File: src/rtl/inst_encoder.sv
// inst_encoder: program-loader front end. Accepts field-level RV32I
// instruction requests over valid/ready, assembles the 32-bit word and
// writes it to instruction memory at consecutive word addresses.
// Optional build macro: INST_ENC_RANGE_CHECK_EN (immediate range checking).
module inst_encoder #(
    parameter int unsigned ADDR_W = 8
) (
    input  logic              clk,
    input  logic              rst,
    input  logic              start,
    input  logic              finish,
    input  logic              in_valid,
    output logic              in_ready,
    input  logic [4:0]        in_op,
    input  logic [4:0]        in_rd,
    input  logic [4:0]        in_rs1,
    input  logic [4:0]        in_rs2,
    input  logic [31:0]       in_imm,
    output logic              mem_we,
    output logic [ADDR_W-1:0] mem_addr,
    output logic [31:0]       mem_wdata,
    output logic [ADDR_W:0]   count,
    output logic              err,
    output logic              busy
);

    localparam logic [1:0] S_IDLE = 2'd0;
    localparam logic [1:0] S_LOAD = 2'd1;
    localparam logic [1:0] S_FULL = 2'd2;

    localparam logic [4:0] OP_ADD  = 5'd0;
    localparam logic [4:0] OP_SUB  = 5'd1;
    localparam logic [4:0] OP_SLL  = 5'd2;
    localparam logic [4:0] OP_OR   = 5'd3;
    localparam logic [4:0] OP_XOR  = 5'd4;
    localparam logic [4:0] OP_ADDI = 5'd5;
    localparam logic [4:0] OP_SLLI = 5'd6;
    localparam logic [4:0] OP_SLTI = 5'd7;
    localparam logic [4:0] OP_ORI  = 5'd8;
    localparam logic [4:0] OP_ANDI = 5'd9;
    localparam logic [4:0] OP_BEQ  = 5'd10;
    localparam logic [4:0] OP_BNE  = 5'd11;
    localparam logic [4:0] OP_LUI  = 5'd12;
    localparam logic [4:0] OP_LW   = 5'd13;
    localparam logic [4:0] OP_SW   = 5'd14;
    localparam logic [4:0] OP_JAL  = 5'd15;

    localparam logic [6:0] OPC_R    = 7'b0110011;
    localparam logic [6:0] OPC_I    = 7'b0010011;
    localparam logic [6:0] OPC_B    = 7'b1100011;
    localparam logic [6:0] OPC_LUI  = 7'b0110111;
    localparam logic [6:0] OPC_LOAD = 7'b0000011;
    localparam logic [6:0] OPC_STOR = 7'b0100011;
    localparam logic [6:0] OPC_JAL  = 7'b1101111;

    // The write address equals the number of words written so far.
    localparam logic [ADDR_W:0] LAST_ADDR = {1'b0, {ADDR_W{1'b1}}};

    logic [1:0]        state_q, state_d;
    logic [ADDR_W:0]   count_q, count_d;
    logic              err_q, err_d;
    logic              we_q, we_d;
    logic [ADDR_W-1:0] addr_q, addr_d;
    logic [31:0]       wdata_q, wdata_d;

    logic [31:0]       word;
    logic              legal;
    logic              range_bad;
    logic              hs;

    // Assemble the RV32I instruction word from the request fields.
    always_comb begin
        word  = '0;
        legal = 1'b1;
        case (in_op)
            OP_ADD:  word = {7'b0000000, in_rs2, in_rs1, 3'b000, in_rd, OPC_R};
            OP_SUB:  word = {7'b0100000, in_rs2, in_rs1, 3'b000, in_rd, OPC_R};
            OP_SLL:  word = {7'b0000000, in_rs2, in_rs1, 3'b001, in_rd, OPC_R};
            OP_OR:   word = {7'b0000000, in_rs2, in_rs1, 3'b110, in_rd, OPC_R};
            OP_XOR:  word = {7'b0000000, in_rs2, in_rs1, 3'b100, in_rd, OPC_R};
            OP_ADDI: word = {in_imm[11:0], in_rs1, 3'b000, in_rd, OPC_I};
            OP_SLLI: word = {7'b0000000, in_imm[4:0], in_rs1, 3'b001, in_rd, OPC_I};
            OP_SLTI: word = {in_imm[11:0], in_rs1, 3'b010, in_rd, OPC_I};
            OP_ORI:  word = {in_imm[11:0], in_rs1, 3'b110, in_rd, OPC_I};
            OP_ANDI: word = {in_imm[11:0], in_rs1, 3'b111, in_rd, OPC_I};
            OP_BEQ:  word = {in_imm[12], in_imm[10:5], in_rs2, in_rs1, 3'b000,
                             in_imm[4:1], in_imm[11], OPC_B};
            OP_BNE:  word = {in_imm[12], in_imm[10:5], in_rs2, in_rs1, 3'b001,
                             in_imm[4:1], in_imm[11], OPC_B};
            OP_LUI:  word = {in_imm[31:12], in_rd, OPC_LUI};
            OP_LW:   word = {in_imm[11:0], in_rs1, 3'b010, in_rd, OPC_LOAD};
            OP_SW:   word = {in_imm[11:5], in_rs2, in_rs1, 3'b010, in_imm[4:0], OPC_STOR};
            OP_JAL:  word = {in_imm[20], in_imm[10:1], in_imm[11], in_imm[19:12],
                             in_rd, OPC_JAL};
            default: legal = 1'b0;
        endcase
    end

`ifdef INST_ENC_RANGE_CHECK_EN
    logic signed [31:0] imm_s;
    assign imm_s = $signed(in_imm);

    // Flag immediates that would not survive truncation into their field.
    always_comb begin
        range_bad = 1'b0;
        case (in_op)
            OP_ADDI, OP_SLTI, OP_ORI, OP_ANDI, OP_LW, OP_SW:
                range_bad = (imm_s < -32'sd2048) || (imm_s > 32'sd2047);
            OP_SLLI:
                range_bad = |in_imm[31:5];
            OP_BEQ, OP_BNE:
                range_bad = (imm_s < -32'sd4096) || (imm_s > 32'sd4094) || in_imm[0];
            OP_LUI:
                range_bad = |in_imm[11:0];
            OP_JAL:
                range_bad = (imm_s < -32'sd1048576) || (imm_s > 32'sd1048574) || in_imm[0];
            default:
                range_bad = 1'b0;
        endcase
    end
`else
    assign range_bad = 1'b0;
`endif

    assign hs = in_valid && (state_q == S_LOAD);

    // Session control, write generation and error tracking.
    always_comb begin
        state_d = state_q;
        count_d = count_q;
        err_d   = err_q;
        we_d    = 1'b0;
        addr_d  = addr_q;
        wdata_d = wdata_q;
        case (state_q)
            S_IDLE: begin
                if (start) begin
                    state_d = S_LOAD;
                    count_d = '0;
                    err_d   = 1'b0;
                end
            end
            S_LOAD: begin
                if (hs) begin
                    if (legal && !range_bad) begin
                        we_d    = 1'b1;
                        addr_d  = count_q[ADDR_W-1:0];
                        wdata_d = word;
                        count_d = count_q + (ADDR_W+1)'(1);
                        if (count_q == LAST_ADDR) state_d = S_FULL;
                    end else begin
                        err_d = 1'b1;
                    end
                end
                // finish wins over the FULL transition; the accepted word still lands.
                if (finish) state_d = S_IDLE;
            end
            S_FULL: begin
                if (start) begin
                    state_d = S_LOAD;
                    count_d = '0;
                    err_d   = 1'b0;
                end else if (finish) begin
                    state_d = S_IDLE;
                end
            end
            default: state_d = S_IDLE;
        endcase
    end

    // State and output registers; reset drops any pending write.
    always_ff @(posedge clk or posedge rst) begin
        if (rst) begin
            state_q <= S_IDLE;
            count_q <= '0;
            err_q   <= 1'b0;
            we_q    <= 1'b0;
            addr_q  <= '0;
            wdata_q <= '0;
        end else begin
            state_q <= state_d;
            count_q <= count_d;
            err_q   <= err_d;
            we_q    <= we_d;
            addr_q  <= addr_d;
            wdata_q <= wdata_d;
        end
    end

    assign in_ready  = (state_q == S_LOAD);
    assign busy      = (state_q == S_LOAD);
    assign mem_we    = we_q;
    assign mem_addr  = addr_q;
    assign mem_wdata = wdata_q;
    assign count     = count_q;
    assign err       = err_q;

endmodule
File: config.mk
export PLATFORM = sky130hd
export DESIGN_NAME = inst_encoder
export DESIGN_NICKNAME = d
export VERILOG_FILES = /design/src/rtl/inst_encoder.sv
export SDC_FILE = /design/constraint.sdc
export NUM_CORES = 1
export LEC_CHECK = 0
export BUFFER_PORTS_ARGS = -buffer_cell sky130_fd_sc_hd__buf_4
export CAP_MARGIN = 5
export CORE_AREA = 2 2 82 84
export CTS_CLUSTER_SIZE = 16
export DETAILED_ROUTE_END_ITERATION = 10
export DIE_AREA = 0 0 84 86
export PLACE_DENSITY = 0.78
export SYNTH_ARGS = -nofsm -noshare
export SYNTH_HDL_FRONTEND = slang
export SYNTH_SLANG_ARGS = --single-unit
File: constraint.sdc
create_clock -name clk -period 1.5 [get_ports clk]
set_clock_uncertainty 0.15 [all_clocks]
set_input_delay 0 -clock clk [delete_from_list [all_inputs] [get_ports clk]]
set_output_delay 0 -clock clk [all_outputs]
set_load 0.1 [all_outputs]
==> results of run 1 <==
-- flip-flops by register name, indices dropped and copies added (netlist names) --
register and flops:
mem_wdata 31, count 9, state_q 2, mem_we 1, mem_addr 8, err 1
-- cells by family after synthesis --
family | share of synthesized area [%]
adder cells (fa/ha/maj) | 0.9288
buffers and inverters | 5.806
XOR/XNOR | 1.626
AO/OA/AOI/OAI | 21.23
flip-flops | 48.30
AND/OR/NAND/NOR | 22.11
-- what timing repair did --
action | in CTS | in global routing
resized for setup | 3 | 28
pin swaps | 0 | 10
endpoints found under the setup margin | 14 | 34
setup buffers | 1 | 3
hold endpoints to repair | 85 | 0
hold buffers | 56 | 0
gates cloned | 1 | 2
-- power groups by stage --
stage	clock network, W	logic, W	registers (W)
after floorplan	0	0.000493	0.00353
after global placement	0	0.00292	0.00181
after detailed placement	0	0.00294	0.00181
after CTS	0.000884	0.00308	0.00179
after global routing	0.000917	0.00327	0.00183
final	0.000863	0.00315	0.00180
-- metrics by stage --
step	instances	cell area (sq um)	worst slack, ns
after detailed placement	480	3700	-0.04736
after global routing	550	4569	-0.1191
after CTS	546	4402	-0.03786
after floorplan	298	2745	-0.3189
after global placement	480	3700	-0.01529
final	550	4569	-0.1041
-- metal layers --
layer | vias up | wire, microns | global-route usage [%]
met5 | - | 0 | 0
met4 | 0 | 114 | 7.038
met3 | 16 | 607 | 4.524
met2 | 154 | 4657 | 43.35
met1 | 1434 | 3683 | 30.14
li1 | 1413 | - | -
-- cell type report --
cell class                      count  area, sq um  share of cell area, %
Multi-Input combinational cell    219         1369                  29.96
Sequential cell                    52         1311                  28.70
Tap cell                           77        96.34                  2.108
Clock buffer                        5        68.82                  1.506
Inverter                            7        38.79                 0.8489
Timing Repair inverter              1        8.758                 0.1917
Timing Repair Buffer              186         1649                  36.09
Clock inverter                      3        27.53                 0.6024
-- path summary, 6_finish.rpt --
path	startpoint	slack (ns)	cells after the start	end
min in group asynchronous	rst	0.13	4	count[1]
setup reg to reg	state_q[1]	-0.10	5	count[3]
hold reg to reg	mem_wdata[4]	0.33	2	mem_wdata[4]
max in group asynchronous	rst	0.83	4	count[7]
setup / recovery	state_q[1]	-0.10	5	count[3]
hold / removal	in_imm[31]	-0.02	4	mem_wdata[31]
-- worst min-delay path, cell delays in order --
cell and delay [ns]:
buf_4 0.08, a22o_1 0.12, a32oi_1 0.07, a41oi_2 0.15
-- placed cells by master (no fill, tap or decap), types with 2 or more instances in the layout --
cell type	n
a221oi_2	9
nand2b_1	4
xnor2_1	2
xor2_1	3
dfrtp_1	44
nand3_1	6
o211ai_1	5
o21a_1	2
buf_6	4
buf_4	120
dlygate4sd3_1	55
o21ai_0	11
nor2_1	38
a21boi_0	2
a21oi_2	3
a21o_1	2
nor2_2	2
nand4_1	4
a31oi_1	3
inv_1	4
o2111ai_1	4
a32oi_1	11
a21oi_1	13
nand2_1	49
nand3b_1	4
buf_12	5
clkbuf_8	5
a22o_1	4
and2_1	4
nor2b_1	4
inv_2	2
o21ai_1	6
dfrtp_2	8
==> summary.md, run 1 <==
| Metric | Value |
|---|---|
| Status | finished, violations left |
| Violated checks | hold timing, setup timing |
| Root buf cell | clkbuf_8 |
| Post-layout util | 72.79% |
| N_diodes | 0 |
| Worst path max stage delay | 0.40 ns |
| Final Critical Period | 1.604 ns |
| Yosys top cell area share | 48.30% |
| Maximum VDD drop | 1.568 mV |
| Synthesized area | 2694 sq um |
| RSZ-0062 raised after global routing | true |
| Syn Area/Cell | 9.040 sq um |
| I/O Pins | 110 |
| Core area | 6277 sq um |
| Initial antenna violation count | 0 |
| Final Max Tran Viols | 0 |
| Sequential share of power | 30.9% |
| Wirelength per Cell | 16.48 microns |
| Comb pwr share | 54.2% |
| Cell variety after synth | 46 |
| Vias/cell | 5.485 |
| Mapped Nets | 357 |
| CP Class | reg2reg |
| Asr flop ratio synth | 100.0% |
| Clock latency on the worst-skew pair | 0.32 ns |
| Net Sw Power | 0.003048 W |
| Final Hold Fails | 1 |
| Detailed-route DRC error count | 0 |
| Post-synth EDFFs | 0 |
| Die ar. | 7224 sq um |
| Final setup viols | 16 |
| CP Capture Type | register |
| Leading area contributor after synthesis | dfrtp_1 |
| Sw Ratio | 52.43% |
| Initial Utilization | 42.91% |
| Final worst setup slack | -0.1041 ns |
| Clock network power share | 14.9% |
| Synthesis-stage register bit count | 52 |
| Critical-path cell list | and3b_2, nand2_8, buf_4, o21ai_1, a21oi_2 |
| CP startpoint kind | register |
| Area contributors post-synth | dfrtp_1, nand2_1, nor2_1, a32oi_1, a21oi_1 |
| GRT Util Overall | 24.28% |
| Worst-margin pin slew | 0.9116 ns |
| Crit path max-delay family | simple AND/OR/NAND/NOR gates |
| Required time of the critical path | 1.54 ns |
| 1st-pass router iterations | 6 |
| Clk buf depth | 2 |
| Setup TNS | -0.6212 ns |
| WL final | 9064 microns |
| Die Width | 84 microns |
| Lkg Pwr | 2.099 nW |
| Clock Pin Slew Worst Setup and Hold Paths | 0.11 ns |
| FMAX | 623.4 MHz |
| Layout area overhead | 69.62% |
| RD Place Congestion | 0.8389 |
| HPWL after DPL | 5839 microns |
| TritonCTS clock tree | yes |
| Crit-path slowest cell | dfrtp_1 |
| Worst Hold Class | in2reg |
| Initial DRC Count | 183 |
| Antenna viol nets, final | 0 |
| Max_slew headroom | 38.59% |
| Power Internal | 0.002765 W |
| Final layout net count | 531 |
| Fillers | 452 |
| CTS buffer count | 5 |
| Post-Synthesis Cells | 298 |
| Max-cap violations | 0 |
| Post-synth top cells | dfrtp_1, nand2_1, nor2_1 |
| Synth Warn # | 0 |
| FP Rows | 29 |
| Cell with the most instances after synthesis | dfrtp_1 |
| Global-route wire length before repair | 14,120 microns |
| TritonCTS sink count | 52 |
| CP Max Fanout | 12 |
| Layout cells sized above 1 | 37.63% |
| DR vias | 3,017 |
| Hold slack | -0.01637 ns |
| Crit path buf inv count | 1 |
| Die height | 86 microns |
| Top_reg_cell synth | dfrtp_1 |
| Critical path arrival | 1.64 ns |
| Vias in the first global route | 2,923 |
| H-Tree Depth | 2 |
| PwrDens | 1272 nW/um^2 |
| Largest net degree at the start of global routing | 53 |
| Total congestion overflow | 0 |
| Register area share after synthesis | 48.30% |
| Final Total Pwr | 0.005813 W |
| PortBufs | 109 |
| Period utilization | 106.9% |
Note: power is estimated with default switching activity, not from simulation.
==> run 2: changes to the inputs <==
- CELL_PAD_IN_SITES_DETAIL_PLACEMENT: default -> 1
- CELL_PAD_IN_SITES_GLOBAL_PLACEMENT: default -> 1
- CORE_AREA: 2 2 82 84 -> 2 2 97 99
- DIE_AREA: 0 0 84 86 -> 0 0 99 101
- PLACE_DENSITY: 0.78 -> 0.76
==> summary.md, run 2 (synthesis gave the netlist of run 1 again) <==
| Metric | Value |
|---|---|
| Placed Instances | 517 |
| Max_slew headroom | 32.77% |
| Vias in the first global route | 3,182 |
| I/O Pins | 110 |
| Maximum VDD drop | 0.8685 mV |
| HPWL after DPL | 7043 microns |
| PwrDens | 1267 nW/um^2 |
| Lkg Pwr | 2.070 nW |
| Root buf cell | clkbuf_8 |
| Clock latency on the worst-skew pair | 0.31 ns |
| TritonCTS clock tree | yes |
| Layout cells sized above 1 | 38.03% |
| H-Tree Depth | 2 |
| Die Width | 99 microns |
| FP Rows | 35 |
| Met2 routed WL | 5576 microns |
| Final layout net count | 526 |
| RSZ-0062 raised after global routing | true |
| Global-route wire length before repair | 16,360 microns |
| GRT Util Overall | 20.66% |
| Wirelength per Cell | 18.65 microns |
| Initial antenna violation count | 0 |
| Clk buf depth | 2 |
| Violated checks | setup timing |
| Die height | 101 microns |
| N_diodes | 0 |
| Core area | 8977 sq um |
| Most frequent cells in the layout | buf_4, dlygate4sd3_1, nand2_1 |
| Critical path arrival | 1.59 ns |
| DR vias | 3,009 |
| Detailed-route DRC error count | 0 |
| 1st-pass router iterations | 4 |
| Max layer used | met4 |
| CTS buffer count | 5 |
| Worst-margin pin slew | 0.9980 ns |
| Clock Pin Slew Worst Setup and Hold Paths | 0.10 ns |
| FMAX | 648.7 MHz |
| CP Class | reg2reg |
| Final Instance Count excl. Fillers | 579 |
| Final Total Pwr | 0.005812 W |
| Final Max Tran Viols | 0 |
| Antenna viol nets, final | 0 |
| Largest net degree at the start of global routing | 53 |
| RD Place Congestion | 0.8260 |
| Vias/cell | 5.197 |
| Number of flip-flops in the largest register | 31 |
| Setup TNS | -0.1589 ns |
| Most common cell after layout, fill and taps aside | buf_4 |
| Period utilization | 102.8% |
| Required time of the critical path | 1.54 ns |
| CP Capture Type | register |
| Metal1 wirelength | 4323 microns |
| Total congestion overflow | 0 |
| Layout area overhead | 70.23% |
| Hold slack | 0.02559 ns |
| CP Max Fanout | 6 |
| Die ar. | 9999 sq um |
| CP startpoint kind | register |
| Final Critical Period | 1.542 ns |
| Initial DRC Count | 90 |
| Final Hold Fails | 0 |
| Max-cap violations | 0 |
| PortBufs | 109 |
| Status | finished, violations left |
| Initial Utilization | 30.01% |
| Final worst setup slack | -0.04150 ns |
| WL final | 10,800 microns |
| Met3 Routed Length | 652 microns |
| Worst Hold Class | in2reg |
| TritonCTS sink count | 52 |
| Final setup viols | 6 |
run 2: final timing paths:
path | depth (start not counted) | startpoint | slack (ns) | endpoint
setup reg to reg | 6 | state_q[0] | -0.04 | count[2]
hold / removal | 4 | in_op[0] | 0.03 | mem_wdata[12]
setup / recovery | 6 | state_q[0] | -0.04 | count[2]
min in group asynchronous | 4 | rst | 0.15 | mem_addr[6]
max in group asynchronous | 4 | rst | 0.80 | count[2]
hold reg to reg | 2 | mem_addr[0] | 0.33 | mem_addr[0]
run 2: power by group:
group / switching, W / leakage, nW / internal (W)
Combinational: 0.00240 / 1.38 / 0.000759
Sequential: 0.000153 / 0.644 / 0.00164
Clock: 0.000482 / 0.0445 / 0.000376
run 2: through the flow:
stage	cell area (sq um)	util [%]	worst slack [ns]
finish	4586	51.08	-0.04150
global route	4586	51.08	-0.1251
CTS	4397	48.98	-0.01870
detailed placement	3752	41.80	-0.04533
global placement	3752	41.80	-0.0001769
floorplan	2745	-	-0.3189
run 2: critical path, cell delays in order (launching register included):
cell	delay (ns)
dfrtp_1	0.39
and3b_2	0.24
nand2_8	0.14
clkinv_8	0.09
nand2_1	0.12
xor2_1	0.24
nor2_1	0.06
run 2: repair_timing:
item / 4_1_cts / 5_1_grt
hold buffers: 51 / 0
buffers inserted: 0 / 1
resized for setup: 8 / 28
gates cloned: 0 / 2
hold endpoints to repair: 82 / 0
setup endpoints to repair: 15 / 30
pin swaps: 0 / 12
run 2: final cells by class:
| type | instances | area (sq um) |
|---|---|---|
| inverters | 7 | 38.79 |
| clock inverters | 1 | 7.507 |
| repair buffers | 181 | 1556 |
| flip-flops and latches | 52 | 1311 |
| fillers | 1017 | 4392 |
| well taps | 111 | 138.9 |
| multi-input cells | 219 | 1438 |
| repair inverters | 1 | 8.758 |
| clock buffers | 7 | 86.33 |
run 2: per-layer routing:
metal | vias to the layer above | track usage [%]
met5 | - | 0
met4 | 0 | 6.849
met3 | 25 | 4.577
met2 | 119 | 37.01
met1 | 1468 | 24.54
li1 | 1397 | -
==> run 3: changes to the inputs <==
- CORE_AREA: 2 2 97 99 -> 2 2 91 93
- DIE_AREA: 0 0 99 101 -> 0 0 93 95
- PLACE_DENSITY: 0.76 -> 0.82
- RECOVER_POWER: default -> 50
- clock period: 1.5 -> 1.6 ns (I/O delays scaled with it)
==> summary.md, run 3 (synthesis gave the netlist of run 1 again) <==
| Metric | Value |
|---|---|
| Clk buf depth | 2 |
| Initial Utilization | 33.98% |
| Initial antenna violation count | 0 |
| Crit-path slowest cell | dfrtp_1 |
| HPWL after DPL | 6901 microns |
| Crit path max-delay family | compound AO/OA/AOI/OAI gates |
| Detailed-route DRC error count | 0 |
| Period utilization | 104.9% |
| Most frequent cells in the layout | buf_4, dlygate4sd3_1, nand2_1 |
| Worst path max stage delay | 0.40 ns |
| CTS buffer count | 5 |
| DR vias | 3,017 |
| Die height | 95 microns |
| Layout area overhead | 61.82% |
| WL final | 10,880 microns |
| TritonCTS clock tree | yes |
| CP startpoint kind | register |
| GRT Util Overall | 24.97% |
| Met3 Routed Length | 521 microns |
| Worst-margin pin slew | 1.018 ns |
| Crit path buf inv count | 1 |
| Critical-path cell list | and3b_2, nand2_4, buf_4, o21ai_0, a21oi_1 |
| Clock Pin Slew Worst Setup and Hold Paths | 0.11 ns |
| Initial DRC Count | 148 |
| Clock network power share | 15.0% |
| Metal1 wirelength | 4432 microns |
| Global-route wire length before repair | 16,970 microns |
| Final layout net count | 526 |
| Power Internal | 0.002470 W |
| Hold slack | 0.007877 ns |
| Final Max Tran Viols | 0 |
| Max layer used | met4 |
| Required time of the critical path | 1.62 ns |
| TritonCTS sink count | 52 |
| Die ar. | 8835 sq um |
| Max-cap violations | 0 |
| Net Sw Power | 0.002884 W |
| CP Class | reg2reg |
| FP Rows | 33 |
| Layout cells sized above 1 | 36.32% |
| N_diodes | 0 |
| Sequential share of power | 31.8% |
| Root buf cell | clkbuf_8 |
| Met2 routed WL | 5663 microns |
| Max_slew headroom | 31.40% |
| PwrDens | 1228 nW/um^2 |
| RSZ-0062 raised after global routing | true |
| Status | finished, violations left |
| Maximum VDD drop | 0.9924 mV |
| Largest net degree at the start of global routing | 41 |
| Total congestion overflow | 0 |
| Violated checks | setup timing |
| Lkg Pwr | 2.022 nW |
| CP Max Fanout | 7 |
| R2r startpoint | state_q[1] |
| Hold Startpoint | in_op[3] |
| Antenna viol nets, final | 0 |
| PortBufs | 109 |
| Clock latency on the worst-skew pair | 0.32 ns |
| Die Width | 93 microns |
| Sw Ratio | 53.86% |
| Comb pwr share | 53.2% |
| RD Place Congestion | 0.8240 |
| Number of flip-flops in the largest register | 31 |
| Final Critical Period | 1.679 ns |
| CP startpoint | state_q[1] |
| CP Capture Type | register |
| Final setup viols | 2 |
| Wirelength per Cell | 18.98 microns |
| Final Hold Fails | 0 |
| Vias/cell | 5.265 |
| 1st-pass router iterations | 4 |
| H-Tree Depth | 2 |
| Worst Hold Class | in2reg |
| Vias in the first global route | 3,235 |
| Critical path arrival | 1.70 ns |
| I/O Pins | 110 |
| Post-layout util | 54.99% |
| Most common cell after layout, fill and taps aside | buf_4 |
| FMAX | 595.6 MHz |
| Final worst setup slack | -0.07899 ns |
| Core area | 7928 sq um |
==> run 3: final timing paths <==
kind                            endpoint  slack (ns)  depth (start not counted)
hold / removal             mem_wdata[31]       0.008                          4
setup / recovery                count[3]       -0.08                          5
max in group asynchronous       count[7]        0.50                          4
min in group asynchronous  mem_wdata[14]        0.16                          3
setup reg to reg                count[3]       -0.08                          5
hold reg to reg              mem_addr[3]        0.33                          2
==> run 3: per-stage QoR <==
step           setup TNS (ns)  cell area (sq um)  total power, W  instances  setup slack [ns]
2_1_floorplan         -0.4875               2736        0.003768        298           -0.2189
3_3_place_gp                0               3696        0.004425        509           0.01586
3_5_place_dp          -0.2519               3696        0.004468        509          -0.07377
4_1_cts                     0               4302        0.005357        568          0.004501
5_1_grt               -0.3460               4359        0.005561        573           -0.1438
6_report             -0.08547               4359        0.005354        573          -0.07899
==> run 3: timing repair <==
item                       CTS  global route
hold endpoints to repair    82             0
buffers inserted             0             5
setup endpoints to repair   16            29
gates resized for setup      2            20
gates cloned                 0             0
hold buffers                51             0
==> run 3: area by class of cell <==
type | instances | area, sq um
multi-input combinational | 219 | 1329
inverter | 7 | 33.78
fill | 928 | 3568
clock buffer | 6 | 72.57
timing repair buffer | 182 | 1465
sequential | 52 | 1311
tap | 105 | 131.4
clock inverter | 2 | 16.27
==> run 3: routing by layer <==
layer / up-vias / GRT usage, %
li1: 1399 / -
met1: 1488 / 29.17
met2: 109 / 46.44
met3: 21 / 4.868
met4: 0 / 7.230
met5: - / 0
==> run 3: worst reg2reg max path, delay by kind of cell, from the launching register on <==
kind	cells	cell delay, ns
flops	1	0.40
buf+inv	1	0.19
simple gates	2	0.37
compound gates	2	0.43
==> run 3: power groups by stage <==
stage	Clock (W)	Sequential (W)	Combinational, W
after floorplan	0	0.00331	0.000459
after global placement	0	0.00171	0.00271
after detailed placement	0	0.00171	0.00276
after CTS	0.000807	0.00169	0.00286
after global routing	0.000874	0.00172	0.00296
final	0.000804	0.00170	0.00285
